==> src/rtl/mem_arbiter.sv <==
// Two-port round-robin arbiter in front of the single hal memory port, with a busy-start timeout.
// Define MEM_ARB_CPU_PRIORITY_EN to give port A fixed priority instead of round-robin.
module mem_arbiter #(
    parameter int unsigned ADDR_W    = 26,
    parameter int unsigned DATA_W    = 32,
    parameter int unsigned BUSY_WAIT = 16
) (
    input  logic              clk,
    input  logic              reset_n,
    input  logic              a_read_req,
    input  logic              a_write_req,
    input  logic [ADDR_W-1:0] a_addr,
    input  logic [DATA_W-1:0] a_wdata,
    output logic [DATA_W-1:0] a_rdata,
    output logic              a_done,
    output logic              a_err,
    input  logic              b_read_req,
    input  logic              b_write_req,
    input  logic [ADDR_W-1:0] b_addr,
    input  logic [DATA_W-1:0] b_wdata,
    output logic [DATA_W-1:0] b_rdata,
    output logic              b_done,
    output logic              b_err,
    output logic              memory_read_req,
    output logic              memory_write_req,
    output logic [ADDR_W-1:0] memory_addr,
    output logic [DATA_W-1:0] memory_data_write,
    input  logic [DATA_W-1:0] memory_data_read,
    input  logic              memory_busy,
    output logic [2:0]        arb_state
);

    localparam int unsigned CntW = $clog2(BUSY_WAIT + 1);

    typedef enum logic [2:0] {
        StIdle     = 3'd0,
        StIssue    = 3'd1,
        StWaitBusy = 3'd2,
        StWaitDone = 3'd3,
        StComplete = 3'd4
    } state_e;

    state_e            state_q, state_d;
    logic              grant_b_q, grant_b_d;
    logic              op_write_q, op_write_d;
    logic              both_q, both_d;
    logic              timeout_q, timeout_d;
    logic [CntW-1:0]   cnt_q, cnt_d;
    logic [ADDR_W-1:0] addr_q, addr_d;
    logic [DATA_W-1:0] wdata_q, wdata_d;
    logic [DATA_W-1:0] a_rdata_q, a_rdata_d;
    logic [DATA_W-1:0] b_rdata_q, b_rdata_d;

    logic a_req, b_req, pick_b, sel_rd, sel_wr;

    assign a_req = a_read_req | a_write_req;
    assign b_req = b_read_req | b_write_req;

`ifdef MEM_ARB_CPU_PRIORITY_EN
    assign pick_b = ~a_req;
`else
    logic last_grant_b_q;

    // On a tie, grant whichever port was not served last.
    assign pick_b = b_req & (~a_req | ~last_grant_b_q);

    always_ff @(posedge clk or negedge reset_n) begin
        if (!reset_n) begin
            last_grant_b_q <= 1'b1;
        end else if (state_q == StIdle && (a_req || b_req)) begin
            last_grant_b_q <= pick_b;
        end
    end
`endif

    assign sel_rd = pick_b ? b_read_req  : a_read_req;
    assign sel_wr = pick_b ? b_write_req : a_write_req;

    always_ff @(posedge clk or negedge reset_n) begin
        if (!reset_n) begin
            state_q    <= StIdle;
            grant_b_q  <= 1'b0;
            op_write_q <= 1'b0;
            both_q     <= 1'b0;
            timeout_q  <= 1'b0;
            cnt_q      <= '0;
            addr_q     <= '0;
            wdata_q    <= '0;
            a_rdata_q  <= '0;
            b_rdata_q  <= '0;
        end else begin
            state_q    <= state_d;
            grant_b_q  <= grant_b_d;
            op_write_q <= op_write_d;
            both_q     <= both_d;
            timeout_q  <= timeout_d;
            cnt_q      <= cnt_d;
            addr_q     <= addr_d;
            wdata_q    <= wdata_d;
            a_rdata_q  <= a_rdata_d;
            b_rdata_q  <= b_rdata_d;
        end
    end

    always_comb begin
        state_d    = state_q;
        grant_b_d  = grant_b_q;
        op_write_d = op_write_q;
        both_d     = both_q;
        timeout_d  = timeout_q;
        cnt_d      = cnt_q;
        addr_d     = addr_q;
        wdata_d    = wdata_q;
        a_rdata_d  = a_rdata_q;
        b_rdata_d  = b_rdata_q;
        unique case (state_q)
            StIdle: begin
                if (a_req || b_req) begin
                    grant_b_d  = pick_b;
                    op_write_d = ~sel_rd;
                    both_d     = sel_rd & sel_wr;
                    addr_d     = pick_b ? b_addr  : a_addr;
                    wdata_d    = pick_b ? b_wdata : a_wdata;
                    timeout_d  = 1'b0;
                    state_d    = StIssue;
                end
            end
            StIssue: begin
                cnt_d     = '0;
                timeout_d = 1'b0;
                state_d   = StWaitBusy;
            end
            StWaitBusy: begin
                // The flag is registered first, so the give-up happens one cycle after it sets.
                if (timeout_q) begin
                    state_d = StComplete;
                end else if (memory_busy) begin
                    state_d = StWaitDone;
                end else begin
                    cnt_d = cnt_q + CntW'(1);
                    if (cnt_q == CntW'(BUSY_WAIT - 1)) begin
                        timeout_d = 1'b1;
                    end
                end
            end
            StWaitDone: begin
                if (!memory_busy) begin
                    if (!op_write_q) begin
                        if (grant_b_q) b_rdata_d = memory_data_read;
                        else           a_rdata_d = memory_data_read;
                    end
                    state_d = StComplete;
                end
            end
            StComplete: state_d = StIdle;
            default:    state_d = StIdle;
        endcase
    end

    always_comb begin
        memory_read_req   = (state_q == StIssue) & ~op_write_q;
        memory_write_req  = (state_q == StIssue) &  op_write_q;
        memory_addr       = addr_q;
        memory_data_write = wdata_q;
        a_done            = (state_q == StComplete) & ~grant_b_q;
        b_done            = (state_q == StComplete) &  grant_b_q;
        a_err             = a_done & (timeout_q | both_q);
        b_err             = b_done & (timeout_q | both_q);
        a_rdata           = a_rdata_q;
        b_rdata           = b_rdata_q;
        arb_state         = state_q;
    end

endmodule

==> config.mk <==
export PLATFORM = sky130hd
export DESIGN_NAME = mem_arbiter
export DESIGN_NICKNAME = d
export VERILOG_FILES = /design/src/rtl/mem_arbiter.sv
export SDC_FILE = /design/constraint.sdc
export NUM_CORES = 1
export LEC_CHECK = 0
export BUFFER_PORTS_ARGS = -buffer_cell sky130_fd_sc_hd__buf_2
export CAP_MARGIN = 10
export CORE_MARGIN = 2
export CORE_UTILIZATION = 47
export DETAILED_ROUTE_END_ITERATION = 8
export GPL_TIMING_DRIVEN = 0
export PLACE_DENSITY = 0.83
export SKIP_CTS_REPAIR_TIMING = 1
export SKIP_LAST_GASP = 1
export SLEW_MARGIN = 20
export SYNTH_ARGS = -nofsm -noshare
export SYNTH_HDL_FRONTEND = slang
export SYNTH_SLANG_ARGS = --single-unit
==> constraint.sdc <==
create_clock -name clk -period 2.5 [get_ports clk]
set_clock_uncertainty 0.15 [all_clocks]
set_input_delay 0.125 -clock clk [delete_from_list [all_inputs] [get_ports clk]]
set_output_delay 0.125 -clock clk [all_outputs]
set_load 0.05 [all_outputs]
==> run_results.csv, run 1 <==
group,metric,value,unit
status,status,"completed",
floorplanning,initial_core_util,0.486,
worst_setup_path,cpLargestDelayFamily,"buffers and inverters",
clock_network,clockBufferDepth,2,
clock_network,cts-root-buf,"clkbuf_16",
worst_setup_path,worstSetupPathType,"primary input to register",
timing,setup_viol,0,
yosys,yosysUniqueCellTypes,50,
global_route,grt_max_degree,85,
yosys,yosys_warnings,0,
floorplanning,die_x,119,um
yosys,yosysTopAreaCellShare,0.542,
min_path,worstHoldPathType,"primary input to register",
timing,drv_slew,0,
drt,vias,7037,
timing,timing.hold.ws,20.5,ps
worst_setup_path,path_cells,"dlygate4sd3_1 > buf_2 > o21ai_1 > buf_2 > buf_1 > a311oi_1 > a2bb2oi_1",
worst_setup_path,critPathSlowestCell,"dlygate4sd3_1",
placement,dp_slack,403,ps
yosys,synth_area,6180,um2
yosys,synth_common_cells,"dfrtp_1, o21ai_0, mux2_1, a2bb2oi_1, a311oi_1",
global_route,grt_pass1_vias,5631,
drt,drtPass1Iterations,5,
timing,slew_headroom,0.512,
worst_setup_path,crit_fanout,10,
power_and_ir_drop,p_comb_frac,0.568,
yosys,yosysMostFrequentCell,"dfrtp_1",
placement,numPortBuffers,285,
yosys,ys_async_sr_fraction,1.00,
power_and_ir_drop,power_density,1490,nW/um2
cells_and_area,fin_nets,1119,
clock_network,clock_sinks,135,
yosys,yosysTopAreaCell,"dfrtp_1",
yosys,syn_nets,663,
clock_network,cts_tree,"done",
clock_network,htree_levels,4,
power_and_ir_drop,power,14800,uW
worst_setup_path,end_kind,"register",
cells_and_area,num-fill-cells,714,
floorplanning,io_pins,286,
global_route,grt_pass1_wl,29900,um
cells_and_area,final_cells,1148,
timing,worstMarginPinSlew,729,ps
drt,avgRoutedWirePerCell,22.7,um
power_and_ir_drop,swShare,0.523,
power_and_ir_drop,p_leak,0.00468,uW
global_route,antenna_found_initial,1,
run,cap_violations,0,
yosys,synth_area_leaders,"dfrtp_1, mux2_1, a2bb2oi_1",
floorplanning,die-area,14100,um2
worst_setup_path,critPathBufInv,4,
drt,totalWireLength,26100,um
worst_setup_path,startpoint_type,"primary input",
floorplanning,dieHeight,119,um
drt,final_antenna_net_count,0,
cells_and_area,drive_gt1_frac,0.357,
timing,period_needed,2320,ps
cells_and_area,syn2layout_area_growth,61.0,%
power_and_ir_drop,vdd.ir_drop.worst,907,uV
placement,place_inst,964,
timing,finalCritPeriodShare,0.928,
timing,timing.final.ws_setup,181,ps
placement,place.gp.congestion,0.892,
yosys,syn_area_per_cell,12.2,um2
floorplanning,row_count,41,
timing,setup_tns,0,ps
drt,drt_iter0_markers,705,
yosys,synthCells,506,
drt,drc,0,
global_route,gr-total-overflow,0,
yosys,synth_flop_cell,"dfrtp_1",
worst_setup_path,crit_arrival,2490,ps
floorplanning,coreArea,12700,um2
yosys,ys_ff_latch,135,
clock_network,clkLatencyLatePin,410,ps
global_route,grt_usage,0.271,
power_and_ir_drop,switchingPower,7760,uW
clock_network,clk_pin_slew,60,ps
timing,hold_viol,0,
worst_setup_path,required,2670,ps
worst_setup_path,max_stage_delay,550,ps
power_and_ir_drop,p_clk_frac,0.163,
timing,rsz0062_at_grt,"no",
power_and_ir_drop,power.internal,7080,uW
yosys,synth_edf_count,0,
clock_network,cts_buffers,17,
yosys,ys_seq_area_frac,0.547,
placement,dp_hpwl,14100,um
timing,clock.fmax,431,MHz
power_and_ir_drop,p_seq_frac,0.270,
drt,vias_per_cell,6.13,
worst_setup_path,path_common_cell,"buf_2",
[worst min-delay path, delay by kind of cell]
family	cells	cell delay, ps
buffers and inverters	1	150
AO/OA/AOI/OAI	2	260
[final timing paths]
path	from	end	slack, ps	cells after the start
min in group asynchronous	reset_n	memory_addr[9]$_DFFE_PN0P_	70	2
min	b_write_req	both_q$_DFFE_PN0P_	20	3
max reg2reg	last_grant_b_q$_DFFE_PN1P_	memory_addr[7]$_DFFE_PN0P_	270	5
max in group asynchronous	reset_n	a_rdata[18]$_DFFE_PN0P_	1370	3
min reg2reg	a_rdata[6]$_DFFE_PN0P_	a_rdata[6]$_DFFE_PN0P_	340	1
max	a_write_req	memory_addr[7]$_DFFE_PN0P_	180	7
[stage by stage]
stage	utilization	instance area, um2
after floorplan	-	6190
after global placement	0.616	7830
after detailed placement	0.619	7870
after CTS	0.663	8440
after global routing	0.782	9950
final	0.782	9950
[per-layer routing]
metal | GRT usage | up-vias | wire (um) | part of all wire
met5 | 0 | - | 0 | 0
met4 | 0.136 | 0 | 1820 | 0.070
met3 | 0.0849 | 160 | 2740 | 0.11
met2 | 0.454 | 660 | 12500 | 0.48
met1 | 0.313 | 3318 | 9070 | 0.35
li1 | - | 2899 | - | -
[power groups by stage]
stage	registers, uW	logic, uW	clock network [uW]
6_report	4000	8420	2420
3_5_place_dp	3860	7890	0
5_1_grt	4060	8720	2540
3_3_place_gp	3830	7770	0
4_1_cts	3850	7910	2400
2_1_floorplan	7240	2460	0
[kinds of logic after synthesis]
logic type	after synthesis	share of synthesized area
AND/OR/NAND/NOR	41	0.0431
AO/OA/AOI/OAI	202	0.244
multiplexers	67	0.121
flip-flops	135	0.547
buffers and inverters	59	0.0411
adder cells (fa/ha/maj)	2	0.00405
[layout by cell type (no fill, tap or decap), types with 4 or more instances in the layout]
master	count
buf_2	298
dlygate4sd3_1	151
dfrtp_1	134
o21ai_0	61
mux2_1	60
a311oi_1	58
a2bb2oi_1	58
clkbuf_1	37
clkbuf_16	17
nor2_1	9
clkinv_2	6
o21ai_1	5
mux2_2	4
[registers in the layout, summed over array words and instances, names as in the netlist]
| name | cells |
|---|---|
| timeout_q | 1 |
| memory_addr | 26 |
| memory_data_write | 32 |
| grant_b_q | 1 |
| both_q | 1 |
| a_rdata | 32 |
| last_grant_b_q | 1 |
| op_write_q | 1 |
| b_rdata | 32 |
| arb_state | 3 |
| cnt_q | 5 |
[layout make-up]
class | instances | area, um2 | share of cell area
flip-flops and latches | 135 | 3380 | 0.340
repair buffers | 437 | 2980 | 0.299
multi-input cells | 312 | 2560 | 0.257
clock buffers | 20 | 467 | 0.0469
plain buffers | 56 | 243 | 0.0244
well taps | 172 | 215 | 0.0216
clock inverters | 12 | 101 | 0.0102
inverters | 3 | 11.3 | 0.00113
diodes | 1 | 2.50 | 0.000251
No activity file was read; power rests on OpenSTA's default activity.
==> run 2, diff against run 1 <==
==> constraint.sdc (replaced) <==
create_clock -name clk -period 2.5 [get_ports clk]
set_clock_uncertainty 0.15 [all_clocks]
set_input_delay 0.5 -clock clk [delete_from_list [all_inputs] [get_ports clk]]
set_output_delay 0.5 -clock clk [all_outputs]
set_load 0.1 [all_outputs]
==> run_results.csv, run 2 (same netlist as run 1, synthesis figures left out) <==
group,metric,value,unit
status,status,"completed",
timing,clock.fmax,407,MHz
clock_network,cts-root-buf,"clkbuf_16",
worst_setup_path,r2r-start,"arb_state[0]$_DFFE_PN0P_",
cells_and_area,drive_gt1_frac,0.436,
worst_setup_path,crit_arrival,1800,ps
worst_setup_path,worstSetupPathType,"register to output port",
floorplanning,initial_core_util,0.486,
drt,final_antenna_net_count,0,
timing,slew_headroom,0.612,
worst_setup_path,cpLargestDelayFamily,"buffers and inverters",
worst_setup_path,critPathBufInv,3,
worst_setup_path,end_kind,"output port",
floorplanning,io_pins,286,
timing,setup_tns,0,ps
clock_network,cts_tree,"done",
placement,place.gp.congestion,0.896,
run,cap_violations,0,
worst_setup_path,worstRegToRegCells,6,
floorplanning,coreArea,12700,um2
timing,hold_viol,0,
floorplanning,die_x,119,um
cells_and_area,layout_commonest_cell,"buf_2",
cells_and_area,fin_nets,969,
drt,drc,0,
floorplanning,row_count,41,
timing,worstMarginPinSlew,581,ps
global_route,gr-total-overflow,0,
timing,period_needed,2450,ps
global_route,antenna_found_initial,2,
floorplanning,die-area,14100,um2
timing,rsz0062_at_grt,"yes",
global_route,grt_max_degree,95,
drt,drtPass1Iterations,5,
worst_setup_path,required,1850,ps
drt,vias_per_cell,5.86,
clock_network,clk_pin_slew,60,ps
timing,setup_viol,0,
drt,top_layer_used,"met5",
drt,drt_iter0_markers,389,
worst_setup_path,path_common_cell,"buf_6",
drt,avgRoutedWirePerCell,19.4,um
placement,dp_hpwl,14400,um
min_path,worstHoldPathType,"primary input to register",
drt,wl_met3,1910,um
cells_and_area,regArea,3390,um2
drt,wl_met2,9230,um
worst_setup_path,max_stage_delay,400,ps
worst_setup_path,critPathSlowestCell,"dfrtp_4",
cells_and_area,multi_input_area,2600,um2
drt,vias,5853,
timing,finalCritPeriodShare,0.982,
global_route,grt_usage,0.270,
cells_and_area,final_cell_mix,"buf_2, dfrtp_1, o21ai_0, mux2_1",
clock_network,clockBufferDepth,2,
worst_setup_path,path_cells,"buf_6 > clkbuf_2 > nor3b_2 > and2_2 > buf_6",
global_route,grt_pass1_wl,30000,um
cells_and_area,num-fill-cells,965,
drt,wl_met1,7190,um
clock_network,htree_levels,4,
clock_network,cts_buffers,17,
global_route,grt_pass1_vias,5834,
floorplanning,dieHeight,119,um
timing,drv_slew,0,
worst_setup_path,crit_fanout,10,
placement,numPortBuffers,285,
worst_setup_path,reg2reg_to,"memory_data_write[6]$_DFFE_PN0P_",
drt,totalWireLength,19400,um
clock_network,clock_sinks,135,
cells_and_area,syn2layout_area_growth,39.5,%
min_path,hold_path_startpoint,"memory_data_read[19]",
clock_network,clkLatencyLatePin,410,ps
worst_setup_path,cp_num_cells,5,
worst_setup_path,crit_end,"memory_write_req",
worst_setup_path,reg2reg_slack,340,ps
worst_setup_path,startpoint_type,"register",
worst_setup_path,crit_path_start,"arb_state[0]$_DFFE_PN0P_",
run 2: cell types whose count changed in the layout (fill, tap and decap cells not counted), sizes merged:
cell / previous run / this run
dlygate4sd3: 151 / 1
buf: 305 / 302
clkbuf: 57 / 58
clkinv: 8 / 6
diode: 1 / 2
inv: 4 / 5
bufinv: 1 / 4
run 2: stage by stage:
step                      setup WS (ps)  instances  hold WS (ps)  cell area, um2  utilization
after floorplan                   -69.3        506          54.4            6260            -
after global placement            -1500        963           318            7900        0.621
after detailed placement           74.6        964           258            7940        0.624
after CTS                          -370        996          -188            8580        0.674
after global routing              -35.3        998           150            8620        0.678
final                              45.6        999           157            8620        0.678
run 2: area by class of cell:
type                    instances  share of cell area
diodes                          2            0.000580
clock inverters                14              0.0229
flip-flops and latches        135               0.393
multi-input cells             312               0.301
inverters                       3             0.00131
clock buffers                  18              0.0509
well taps                     172              0.0250
plain buffers                  56              0.0311
repair buffers                287               0.174
run 2: worst min-delay path by stage:
stage                                        to  depth (start not counted)  slack [ps]
global placement         b_rdata[7]$_DFFE_PN0P_                          1         320
global route            b_rdata[22]$_DFFE_PN0P_                          2         150
detailed placement  memory_addr[12]$_DFFE_PN0P_                          1         260
CTS                 memory_addr[12]$_DFFE_PN0P_                          1        -190
floorplan                a_rdata[0]$_DFFE_PN0P_                          0          50
finish                  a_rdata[19]$_DFFE_PN0P_                          2         160
run 2: worst reg2reg max path, cell delays in order (launching register included):
cell	delay, ps
dfrtp_4	470
buf_6	150
or3_4	400
buf_6	160
clkbuf_1	230
a311oi_1	370
a2bb2oi_1	110
run 2: per-layer routing:
| layer | track usage | vias to the layer above |
|---|---|---|
| met3 | 0.0869 | 70 |
| li1 | - | 2605 |
| met1 | 0.313 | 2829 |
| met4 | 0.158 | 2 |
| met5 | 0 | - |
| met2 | 0.439 | 347 |
Power of run 2 is left out: the tool's default activity adds up to more than one toggle a clock period on the data nets, which glitch-free logic cannot reach.
==> run 3, diff against run 2 <==
--- a/config.mk
+++ b/config.mk
@@ -5,13 +5,13 @@
 export SDC_FILE = /design/constraint.sdc
 export NUM_CORES = 1
 export LEC_CHECK = 0
-export BUFFER_PORTS_ARGS = -buffer_cell sky130_fd_sc_hd__buf_2
 export CAP_MARGIN = 10
 export CORE_MARGIN = 2
-export CORE_UTILIZATION = 47
+export CORE_UTILIZATION = 50
 export DETAILED_ROUTE_END_ITERATION = 8
+export DONT_BUFFER_PORTS = 1
 export GPL_TIMING_DRIVEN = 0
-export PLACE_DENSITY = 0.83
+export PLACE_DENSITY = 0.68
 export SKIP_CTS_REPAIR_TIMING = 1
 export SKIP_LAST_GASP = 1
 export SLEW_MARGIN = 20
==> run_results.csv, run 3 (same netlist as run 1, synthesis figures left out) <==
group,metric,value,unit
floorplanning,coreArea,12100,um2
min_path,worstHoldPathType,"primary input to asynchronous set/reset pin",
global_route,grt_usage,0.253,
timing,timing.final.ws_setup,-540,ps
timing,timing.hold.ws,-366,ps
clock_network,cts_buffers,17,
drt,final_antenna_net_count,0,
drt,drc,0,
cells_and_area,layout_commonest_cell,"dfrtp_1",
worst_setup_path,max_stage_delay,620,ps
placement,dp_hpwl,12500,um
worst_setup_path,worstSetupPathType,"register to output port",
worst_setup_path,crit_arrival,2390,ps
global_route,gr-total-overflow,0,
placement,place_area,6470,um2
timing,setup_viol,5,
drt,drtPass1Iterations,5,
cells_and_area,drive_gt1_frac,0.150,
global_route,grt_pass1_vias,4611,
timing,setup_tns,-1810,ps
drt,vias_per_cell,6.57,
drt,totalWireLength,17200,um
clock_network,htree_levels,4,
cells_and_area,post-route-cell-area,7230,um2
worst_setup_path,critPathBufInv,1,
clock_network,clkLatencyLatePin,410,ps
drt,drt_iter0_markers,331,
worst_setup_path,worstRegToRegCells,7,
worst_setup_path,reg2reg_slack,50,ps
timing,hold_viol,135,
clock_network,cts_tree,"done",
worst_setup_path,startpoint_type,"register",
floorplanning,row_count,40,
cells_and_area,syn2layout_area_growth,16.9,%
cells_and_area,antenna_cells,0,
timing,finalCritPeriodShare,1.22,
worst_setup_path,r2r-start,"arb_state[0]$_DFFE_PN0P_",
drt,vias,4700,
clock_network,clockBufferDepth,2,
worst_setup_path,cpLargestDelayFamily,"simple AND/OR/NAND/NOR gates",
floorplanning,io_pins,286,
timing,drv_slew,0,
timing,worstMarginPinSlew,995,ps
status,violations,"hold timing, setup timing",
worst_setup_path,crit_fanout,6,
worst_setup_path,reg2reg_to,"memory_addr[20]$_DFFE_PN0P_",
placement,numPortBuffers,0,
global_route,antenna_found_initial,0,
timing,clock.fmax,329,MHz
run,cap_violations,0,
worst_setup_path,path_cells,"buf_8 > nor2_4 > and3_4 > nor2b_4",
floorplanning,initial_core_util,0.513,
floorplanning,dieHeight,115,um
worst_setup_path,critPathSlowestCell,"dfrtp_4",
clock_network,cts-root-buf,"clkbuf_16",
timing,slew_headroom,0.335,
cells_and_area,utilization,0.599,
cells_and_area,final_cell_mix,"dfrtp_1, o21ai_0, mux2_1, a311oi_1, a2bb2oi_1",
clock_network,clock_sinks,135,
placement,place.gp.congestion,0.817,
worst_setup_path,end_kind,"output port",
status,status,"complete, but fails checks",
cells_and_area,fin_nets,691,
clock_network,clk_pin_slew,60,ps
floorplanning,die-area,13300,um2
timing,period_needed,3040,ps
worst_setup_path,required,1850,ps
global_route,grt_pass1_wl,25600,um
timing,rsz0062_at_grt,"yes",
cells_and_area,num-fill-cells,977,
drt,avgRoutedWirePerCell,24.1,um
global_route,grt_max_degree,136,
floorplanning,die_x,115,um
## run 3: layer usage
metal  global-route usage  part of all wire  up-vias
li1                     -                 -     2038
met1                0.309              0.37     2338
met2                0.411              0.50      294
met3               0.0923              0.11       30
met4               0.0972             0.023        0
met5                    0                 0        -
## run 3: worst register-to-register path, delay by kind of cell (launching register included)
family,cells,cell delay [ps]
and+or+nand+nor,2,630
buffers and inverters,4,790
DFF,1,620
AOI/OAI and AO/OA,1,190
## run 3: metrics by stage
| step | cells | setup WS (ps) |
|---|---|---|
| after floorplan | 506 | -69.3 |
| after global placement | 674 | -148 |
| final | 715 | -540 |
| after CTS | 706 | -599 |
| after detailed placement | 674 | -150 |
| after global routing | 715 | -589 |
## run 3: how the worst max path moves through the flow
stage               cells past startpoint    end  slack, ps                startpoint
floorplan                               4  b_err        -70  arb_state[0]$_DFFE_PN0P_
global placement                        4  a_err       -150  arb_state[2]$_DFFE_PN0P_
detailed placement                      4  a_err       -150  arb_state[2]$_DFFE_PN0P_
CTS                                     4  a_err       -600  arb_state[2]$_DFFE_PN0P_
global route                            4  b_err       -590  arb_state[0]$_DFFE_PN0P_
finish                                  4  b_err       -540  arb_state[0]$_DFFE_PN0P_
## run 3: layout make-up
cell class                 instances  area, um2  share of cell area
sequential                       135       3390               0.469
multi-input combinational        312       2610               0.361
clock buffer                      21        460              0.0637
buffer                            56        278              0.0384
tap                              168        210              0.0291
clock inverter                    11        195              0.0270
timing repair buffer               9       71.3             0.00987
inverter                           3       11.3             0.00156
Power of run 3 is left out for the same reason.
